### src/rtl/hazard_pkg.sv
// Shared types and default constants for the pipeline hazard controller.
package hazard_pkg;

    typedef enum logic [1:0] {
        ST_RUN     = 2'd0,
        ST_LDSTALL = 2'd1,
        ST_FLUSH   = 2'd2
    } hz_state_t;

    typedef enum logic [1:0] {
        FWD_RF  = 2'd0,
        FWD_WB  = 2'd1,
        FWD_MEM = 2'd2
    } fwd_sel_t;

    localparam int REG_AW_DEF    = 5;
    localparam int LDU_CYC_DEF   = 1;
    localparam int FLUSH_CYC_DEF = 1;
    localparam int CNT_W_DEF     = 16;
    localparam int REM_W         = 3;

endpackage

### src/rtl/hazard_ctrl_if.sv
// Pipeline-side signal bundle of the hazard controller: register indices in, forwarding/stall controls out.
interface hazard_ctrl_if
    import hazard_pkg::*;
#(
    parameter int REG_AW = REG_AW_DEF
);
    logic [REG_AW-1:0] rs1_id;
    logic [REG_AW-1:0] rs2_id;
    logic [REG_AW-1:0] rs1_ex;
    logic [REG_AW-1:0] rs2_ex;
    logic [REG_AW-1:0] rd_ex;
    logic              load_ex;
    logic [REG_AW-1:0] rd_mem;
    logic              wr_mem;
    logic [REG_AW-1:0] rd_wb;
    logic              wr_wb;
    logic              branch_taken_ex;
    logic [1:0]        src1_fwd;
    logic [1:0]        src2_fwd;
    logic              stall_if_id;
    logic              bubble_ex;
    logic              flush_if_id;

    // Pipeline side
    modport master (
        output rs1_id, rs2_id, rs1_ex, rs2_ex, rd_ex, load_ex,
               rd_mem, wr_mem, rd_wb, wr_wb, branch_taken_ex,
        input  src1_fwd, src2_fwd, stall_if_id, bubble_ex, flush_if_id
    );

    // Hazard controller side
    modport slave (
        input  rs1_id, rs2_id, rs1_ex, rs2_ex, rd_ex, load_ex,
               rd_mem, wr_mem, rd_wb, wr_wb, branch_taken_ex,
        output src1_fwd, src2_fwd, stall_if_id, bubble_ex, flush_if_id
    );

endinterface

### src/rtl/hazard_fwd_sel.sv
// Forwarding source select for one EX operand; the youngest producer (MEM) wins over WB.
module hazard_fwd_sel
    import hazard_pkg::*;
#(
    parameter int REG_AW = REG_AW_DEF
) (
    input  logic [REG_AW-1:0] src,
    input  logic [REG_AW-1:0] rd_mem,
    input  logic              wr_mem,
    input  logic [REG_AW-1:0] rd_wb,
    input  logic              wr_wb,
    output fwd_sel_t          sel
);

    logic mem_hit;
    logic wb_hit;

    // x0 is hardwired zero, so a write to it never produces a forwardable value
    assign mem_hit = wr_mem && (rd_mem == src) && (rd_mem != '0);
    assign wb_hit  = wr_wb  && (rd_wb  == src) && (rd_wb  != '0);

    always_comb begin
        sel = FWD_RF;
        if (mem_hit) begin
            sel = FWD_MEM;
        end else if (wb_hit) begin
            sel = FWD_WB;
        end
    end

endmodule

### src/rtl/hazard_ctrl.sv
// Hazard controller: operand forwarding, load-use stall and branch flush sequencing.
// Optional saturating stall/flush performance counters under HAZARD_PERF_CNT_EN.
module hazard_ctrl
    import hazard_pkg::*;
#(
    parameter int REG_AW    = REG_AW_DEF,
    parameter int LDU_CYC   = LDU_CYC_DEF,
    parameter int FLUSH_CYC = FLUSH_CYC_DEF,
    parameter int CNT_W     = CNT_W_DEF
) (
    input  logic             clk,
    input  logic             rst_n,
    hazard_ctrl_if.slave     hz
`ifdef HAZARD_PERF_CNT_EN
    ,
    output logic [CNT_W-1:0] stall_cnt,
    output logic [CNT_W-1:0] flush_cnt
`endif
);

    localparam logic [REM_W-1:0] LDU_REM   = REM_W'(LDU_CYC - 1);
    localparam logic [REM_W-1:0] FLUSH_REM = REM_W'(FLUSH_CYC - 1);

    hz_state_t        state_reg, state_next;
    logic [REM_W-1:0] rem_reg, rem_next;
    logic             ldu_hit;
    logic             stall_now;
    logic             bubble_now;
    logic             flush_now;

    logic [REG_AW-1:0] src_ex  [2];
    fwd_sel_t          fwd_sel [2];

    assign src_ex[0] = hz.rs1_ex;
    assign src_ex[1] = hz.rs2_ex;

    // Forwarding is purely combinational and ignores FSM state and reset
    for (genvar gi = 0; gi < 2; gi++) begin : g_fwd
        hazard_fwd_sel #(
            .REG_AW (REG_AW)
        ) u_fwd_sel (
            .src    (src_ex[gi]),
            .rd_mem (hz.rd_mem),
            .wr_mem (hz.wr_mem),
            .rd_wb  (hz.rd_wb),
            .wr_wb  (hz.wr_wb),
            .sel    (fwd_sel[gi])
        );
    end

    assign hz.src1_fwd = fwd_sel[0];
    assign hz.src2_fwd = fwd_sel[1];

    assign ldu_hit = hz.load_ex && (hz.rd_ex != '0) &&
                     ((hz.rd_ex == hz.rs1_id) || (hz.rd_ex == hz.rs2_id));

    always_ff @(posedge clk) begin
        if (!rst_n) begin
            state_reg <= ST_RUN;
            rem_reg   <= '0;
        end else begin
            state_reg <= state_next;
            rem_reg   <= rem_next;
        end
    end

    always_comb begin
        state_next = state_reg;
        rem_next   = rem_reg;
        case (state_reg)
            ST_RUN, ST_LDSTALL: begin
                // A taken branch kills whatever the stall was protecting
                if (hz.branch_taken_ex) begin
                    if (FLUSH_CYC > 1) begin
                        state_next = ST_FLUSH;
                        rem_next   = FLUSH_REM;
                    end else begin
                        state_next = ST_RUN;
                        rem_next   = '0;
                    end
                end else if (state_reg == ST_LDSTALL) begin
                    rem_next = rem_reg - 1'b1;
                    if (rem_reg <= REM_W'(1)) begin
                        state_next = ST_RUN;
                        rem_next   = '0;
                    end
                end else if (ldu_hit && (LDU_CYC > 1)) begin
                    state_next = ST_LDSTALL;
                    rem_next   = LDU_REM;
                end
            end
            ST_FLUSH: begin
                rem_next = rem_reg - 1'b1;
                if (rem_reg <= REM_W'(1)) begin
                    state_next = ST_RUN;
                    rem_next   = '0;
                end
            end
            default: begin
                state_next = ST_RUN;
                rem_next   = '0;
            end
        endcase
    end

    always_comb begin
        stall_now  = 1'b0;
        bubble_now = 1'b0;
        flush_now  = 1'b0;
        if (rst_n) begin
            case (state_reg)
                ST_RUN: begin
                    if (hz.branch_taken_ex) begin
                        flush_now  = 1'b1;
                        bubble_now = 1'b1;
                    end else if (ldu_hit) begin
                        stall_now  = 1'b1;
                        bubble_now = 1'b1;
                    end
                end
                ST_LDSTALL: begin
                    if (hz.branch_taken_ex) begin
                        flush_now  = 1'b1;
                    end else begin
                        stall_now  = 1'b1;
                    end
                    bubble_now = 1'b1;
                end
                ST_FLUSH: begin
                    flush_now  = 1'b1;
                    bubble_now = 1'b1;
                end
                default: begin
                    stall_now  = 1'b0;
                end
            endcase
        end
    end

    assign hz.stall_if_id = stall_now;
    assign hz.bubble_ex   = bubble_now;
    assign hz.flush_if_id = flush_now;

`ifdef HAZARD_PERF_CNT_EN
    logic [CNT_W-1:0] stall_cnt_reg;
    logic [CNT_W-1:0] flush_cnt_reg;

    always_ff @(posedge clk) begin
        if (!rst_n) begin
            stall_cnt_reg <= '0;
            flush_cnt_reg <= '0;
        end else begin
            if (stall_now && (stall_cnt_reg != '1)) begin
                stall_cnt_reg <= stall_cnt_reg + 1'b1;
            end
            if (flush_now && (flush_cnt_reg != '1)) begin
                flush_cnt_reg <= flush_cnt_reg + 1'b1;
            end
        end
    end

    assign stall_cnt = stall_cnt_reg;
    assign flush_cnt = flush_cnt_reg;
`endif

endmodule

### src/flat_wrapper.sv
// flat-port wrapper written by rule: the top's interface ports become plain ports
module hazard_ctrl_flat import hazard_pkg::*;
#(
    parameter int REG_AW    = REG_AW_DEF,
    parameter int LDU_CYC   = LDU_CYC_DEF,
    parameter int FLUSH_CYC = FLUSH_CYC_DEF,
    parameter int CNT_W     = CNT_W_DEF
)
  (clk, rst_n, hz_rs1_id, hz_rs2_id, hz_rs1_ex, hz_rs2_ex, hz_rd_ex, hz_load_ex, hz_rd_mem, hz_wr_mem, hz_rd_wb, hz_wr_wb, hz_branch_taken_ex, hz_src1_fwd, hz_src2_fwd, hz_stall_if_id, hz_bubble_ex, hz_flush_if_id);
  hazard_ctrl_if #(.REG_AW(REG_AW)) hz_i ();
  input  logic clk;
  input  logic rst_n;
  input wire logic [$bits(hz_i.rs1_id)-1:0] hz_rs1_id;
  input wire logic [$bits(hz_i.rs2_id)-1:0] hz_rs2_id;
  input wire logic [$bits(hz_i.rs1_ex)-1:0] hz_rs1_ex;
  input wire logic [$bits(hz_i.rs2_ex)-1:0] hz_rs2_ex;
  input wire logic [$bits(hz_i.rd_ex)-1:0] hz_rd_ex;
  input wire logic [$bits(hz_i.load_ex)-1:0] hz_load_ex;
  input wire logic [$bits(hz_i.rd_mem)-1:0] hz_rd_mem;
  input wire logic [$bits(hz_i.wr_mem)-1:0] hz_wr_mem;
  input wire logic [$bits(hz_i.rd_wb)-1:0] hz_rd_wb;
  input wire logic [$bits(hz_i.wr_wb)-1:0] hz_wr_wb;
  input wire logic [$bits(hz_i.branch_taken_ex)-1:0] hz_branch_taken_ex;
  output wire logic [$bits(hz_i.src1_fwd)-1:0] hz_src1_fwd;
  output wire logic [$bits(hz_i.src2_fwd)-1:0] hz_src2_fwd;
  output wire logic [$bits(hz_i.stall_if_id)-1:0] hz_stall_if_id;
  output wire logic [$bits(hz_i.bubble_ex)-1:0] hz_bubble_ex;
  output wire logic [$bits(hz_i.flush_if_id)-1:0] hz_flush_if_id;
  assign hz_i.rs1_id = hz_rs1_id;
  assign hz_i.rs2_id = hz_rs2_id;
  assign hz_i.rs1_ex = hz_rs1_ex;
  assign hz_i.rs2_ex = hz_rs2_ex;
  assign hz_i.rd_ex = hz_rd_ex;
  assign hz_i.load_ex = hz_load_ex;
  assign hz_i.rd_mem = hz_rd_mem;
  assign hz_i.wr_mem = hz_wr_mem;
  assign hz_i.rd_wb = hz_rd_wb;
  assign hz_i.wr_wb = hz_wr_wb;
  assign hz_i.branch_taken_ex = hz_branch_taken_ex;
  assign hz_src1_fwd = hz_i.src1_fwd;
  assign hz_src2_fwd = hz_i.src2_fwd;
  assign hz_stall_if_id = hz_i.stall_if_id;
  assign hz_bubble_ex = hz_i.bubble_ex;
  assign hz_flush_if_id = hz_i.flush_if_id;
  hazard_ctrl #(.REG_AW(REG_AW), .LDU_CYC(LDU_CYC), .FLUSH_CYC(FLUSH_CYC), .CNT_W(CNT_W)) u_core (.clk(clk), .rst_n(rst_n), .hz(hz_i));
endmodule
### config.mk
export PLATFORM = sky130hd
export DESIGN_NAME = hazard_ctrl_flat
export DESIGN_NICKNAME = d
export VERILOG_FILES = /design/src/rtl/hazard_pkg.sv /design/src/rtl/hazard_ctrl_if.sv /design/src/rtl/hazard_fwd_sel.sv /design/src/rtl/hazard_ctrl.sv /design/src/flat_wrapper.sv
export SDC_FILE = /design/constraint.sdc
export NUM_CORES = 1
export LEC_CHECK = 0
export ABC_CLOCK_PERIOD_IN_PS = 1900
export CAP_MARGIN = 20
export CORE_MARGIN = 4
export CORE_UTILIZATION = 35
export DETAILED_ROUTE_END_ITERATION = 10
export PLACE_DENSITY = 0.86
export SLEW_MARGIN = 15
export SYNTH_ARGS = -nofsm -noshare
export SYNTH_HDL_FRONTEND = slang
export SYNTH_HIERARCHICAL = 1
export SYNTH_SLANG_ARGS = --single-unit
### constraint.sdc
create_clock -name clk -period 1.9 [get_ports clk]
set_input_delay 0.38 -clock clk [delete_from_list [all_inputs] [get_ports clk]]
set_output_delay 0.38 -clock clk [all_outputs]
set_load 0.02 [all_outputs]
==> results.md <==
- Status: finished with violations
- Failing checks: negative setup slack
- Antenna viol nets, final: 0
- Util after Layout: 64.1%
- Rows: 17
- RR Endpoint: u_core/rem_reg[1]$_SDFFE_PN0P_
- H-tree Lvls: 1
- Max reg flops: 3
- Final non-filler cell total: 190
- Startpoint Class: input pin
- Worst-Margin Slew: 0.310 ns
- Largest net degree at the start of global routing: 6
- Arrival @ worst endpoint: 1.62 ns
- Initial antenna violation count: 0
- Setup Buffers After CTS: 0
- Fin crit share: 105%
- Sink Count: 5
- Cell Pwr Density: 331 nW/µm²
- Wirelength per Cell: 14.8 µm
- GRT met1 Usage: 16.3%
- GRT Total Usage: 16.5%
- Vias in the first global route: 983
- Critical path type: input pin to output pin
- Simple-gate share of the synthesized area: 24.2%
- Critical path's largest stage delay: 0.28 ns
- Fmax: 0.499 GHz
- Clock Skew: 0.00580 ns
- Num CTS Buffers: 3
- Post-synthesis cell count: 104
- Initial DRT Pass Iterations: 4
- Hold_sp: u_core/rem_reg[1]$_SDFFE_PN0P_
- Initial Util: 37.3%
- CTS clk-pin slew, worst paths: 0.04 ns
- Post-Synth Adder-Cell Area: 9.01%
- # IOs: 48
- Detailed-route DRC error count: 0
- Hold Path Cell Cnt: 2
- RR Startpoint: u_core/state_reg[1]$_SDFFE_PN0P_
- Clk Latency, worst-skew pair: 0.24 ns
- Compound-Gate Fraction of Synth Area: 17.3%
- Vias per cell: 4.96
- Mux contribution to synthesized area: 1.20%
- Hold EP: u_core/rem_reg[1]$_SDFFE_PN0P_
- Cell area after placement: 1390 µm²
- VDD IR-drop max: 0.000469 V
- Port Buf Inserts: 47
- Final hold violation count: 0
- Syn avg cell area: 8.01 µm²
- Max_cap viols: 0
- Yosys reg bits: 5
- Reg2reg setup slack: 0.19 ns
- Via count: 942
- Finished Cell Area: 1430 µm²
- Most used routing layer: met2
- Post-Syn Area: 833 µm²
- M3 GR Usage: 3.68%
- Crit path cell chain: dlygate4sd2_1, xor2_1, nor3_1, nand3_1, nor3_2, buf_4
- Count of cell types in the netlist: 28
- Ys Warns: 6
- Global-route wire length before repair: 4.31 mm
- FF-to-FF path depth: 7
- Grt total ovfl: 0
- ANT cells: 0
- CTS tree: done
- Total Power: 474 µW
- Final Max Tran Viols: 0
- Worst Setup End Kind: output pin
- Slew HR: 79.4%
- Register area share after synthesis: 12.0%
- Core area: 2230 µm²
- Slowest CP cell: nor3_1
- CP required: 1.52 ns
- Top delay family on crit path: simple AND/OR/NAND/NOR gates
- Period minus WS final: 2.00 ns
- Worst setup slack after layout: -0.103 ns
- Post-Synth XOR/XNOR Area: 29.4%
- CTS Hold Bufs: 0
- DIE WIDTH: 56.8 µm
- DRT iter0 DRCs: 13
- Commonest cells after routing, fill and taps aside: dlygate4sd2_1 (23), xor2_1 (16), buf_4 (14), nor2_1 (10)
- Die Y: 56.8 µm
- Commonest non-fill, non-tap cell in the layout: dlygate4sd2_1
- Syn Nets: 151
- # placed instances: 186
- Fillers: 207
- Worst path bufs/invs: 2
- Lkg Pwr: 0.649 nW
- Longest Clk Path Bufs: 2
- Final WL: 2.81 mm
- Synth-to-layout area growth: 71.9%
- Share of cells above drive strength 1: 30.9%
- Worst Hold Class: flop to flop
- GPL Wtd Cong: 0.872
- Setup violators final: 1
- Clock Tree Root: clkbuf_4
- # nets final: 210
- Met2 GRT Util: 34.7%
- Largest family of logic cells by synthesized area: XOR/XNOR gates
- DP HPWL: 2.30 mm
- Full die area: 3230 µm²
- Crit-path max FO: 2
-- synthesized netlist by cell type (all sizes together) --
library cell | n | share of area (%)
xnor2 | 12 | 13
mux2i | 1 | 1.2
or3b | 1 | 1.1
ha | 6 | 9.0
xor2 | 16 | 17
o41ai | 2 | 3.9
buf | 3 | 3.2
nand2b | 1 | 0.75
nand4 | 2 | 1.5
nor2 | 10 | 4.5
o21bai | 1 | 0.90
o21ai | 3 | 3.2
nor2b | 3 | 2.3
a22oi | 1 | 0.90
nand2 | 8 | 3.6
a211oi | 3 | 4.5
clkinv | 1 | 1.1
dfxtp | 5 | 12
a21o | 1 | 0.90
nor3 | 9 | 6.6
inv | 6 | 2.7
nand3 | 4 | 2.4
nor4 | 2 | 1.5
a221oi | 1 | 1.8
a21oi | 2 | 1.2
-- power by group --
group | total (mW) | internal, mW | leakage (nW) | switching (mW)
logic | 0.240 | 0.123 | 0.593 | 0.117
clock network | 0.122 | 0.0794 | 0.0150 | 0.0428
registers | 0.112 | 0.109 | 0.0407 | 0.00284
-- worst max path at each step --
stage / startpoint / to / slack (ns) / cells past startpoint
finish: hz_rs1_ex[1] / hz_src1_fwd[0] / -0.10 / 6
detailed placement: hz_rd_mem[3] / hz_src1_fwd[0] / -0.71 / 5
global route: hz_rs1_ex[0] / hz_src1_fwd[0] / -0.19 / 6
global placement: hz_rd_mem[0] / hz_src1_fwd[0] / -0.66 / 5
CTS: hz_rs1_ex[2] / hz_src1_fwd[0] / -0.02 / 6
floorplan: hz_rd_ex[2] / hz_bubble_ex / 0.22 / 4
-- stage by stage --
step	setup TNS, ns	setup WS (ns)	hold WS, ns
floorplan	0	0.220	0.499
global placement	-4.16	-0.661	0.525
detailed placement	-4.34	-0.707	0.543
CTS	-0.0250	-0.0250	0.549
global route	-0.217	-0.191	0.573
finish	-0.103	-0.103	0.544
-- worst reg2reg max path: stages (launching register included) --
cell      delay, ns
dfxtp_1        0.35
inv_1          0.07
buf_4          0.14
ha_1           0.20
or3b_1         0.49
clkinv_4       0.09
o21ai_4        0.08
a211oi_2       0.21
-- metal layers --
metal	routed length, µm	vias to the layer above
li1	-	475
met1	1020	435
met2	1630	30
met3	132	2
met4	27	0
met5	0	-
-- logic make-up after synthesis --
kind of cell | count (synthesis)
compound gates | 14
simple gates | 40
flops | 5
buf+inv | 10
xor+xnor | 28
fa+ha+maj | 6
mux | 1
-- area by class of cell --
| type | count | area, µm² | share of cell area [%] |
|---|---|---|---|
| tap | 28 | 35.0 | 2.45 |
| inverter | 7 | 31.3 | 2.18 |
| sequential | 5 | 100 | 6.99 |
| timing repair buffer | 57 | 479 | 33.4 |
| clock buffer | 4 | 26.3 | 1.83 |
| multi-input combinational | 89 | 761 | 53.1 |
-- what timing repair did --
action | in CTS | in global routing
setup endpoints to repair | 7 | 6
resized for setup | 74 | 32
pin swaps | 17 | 14
cloned | 0 | 0
Note: power is estimated with default switching activity, not from simulation.
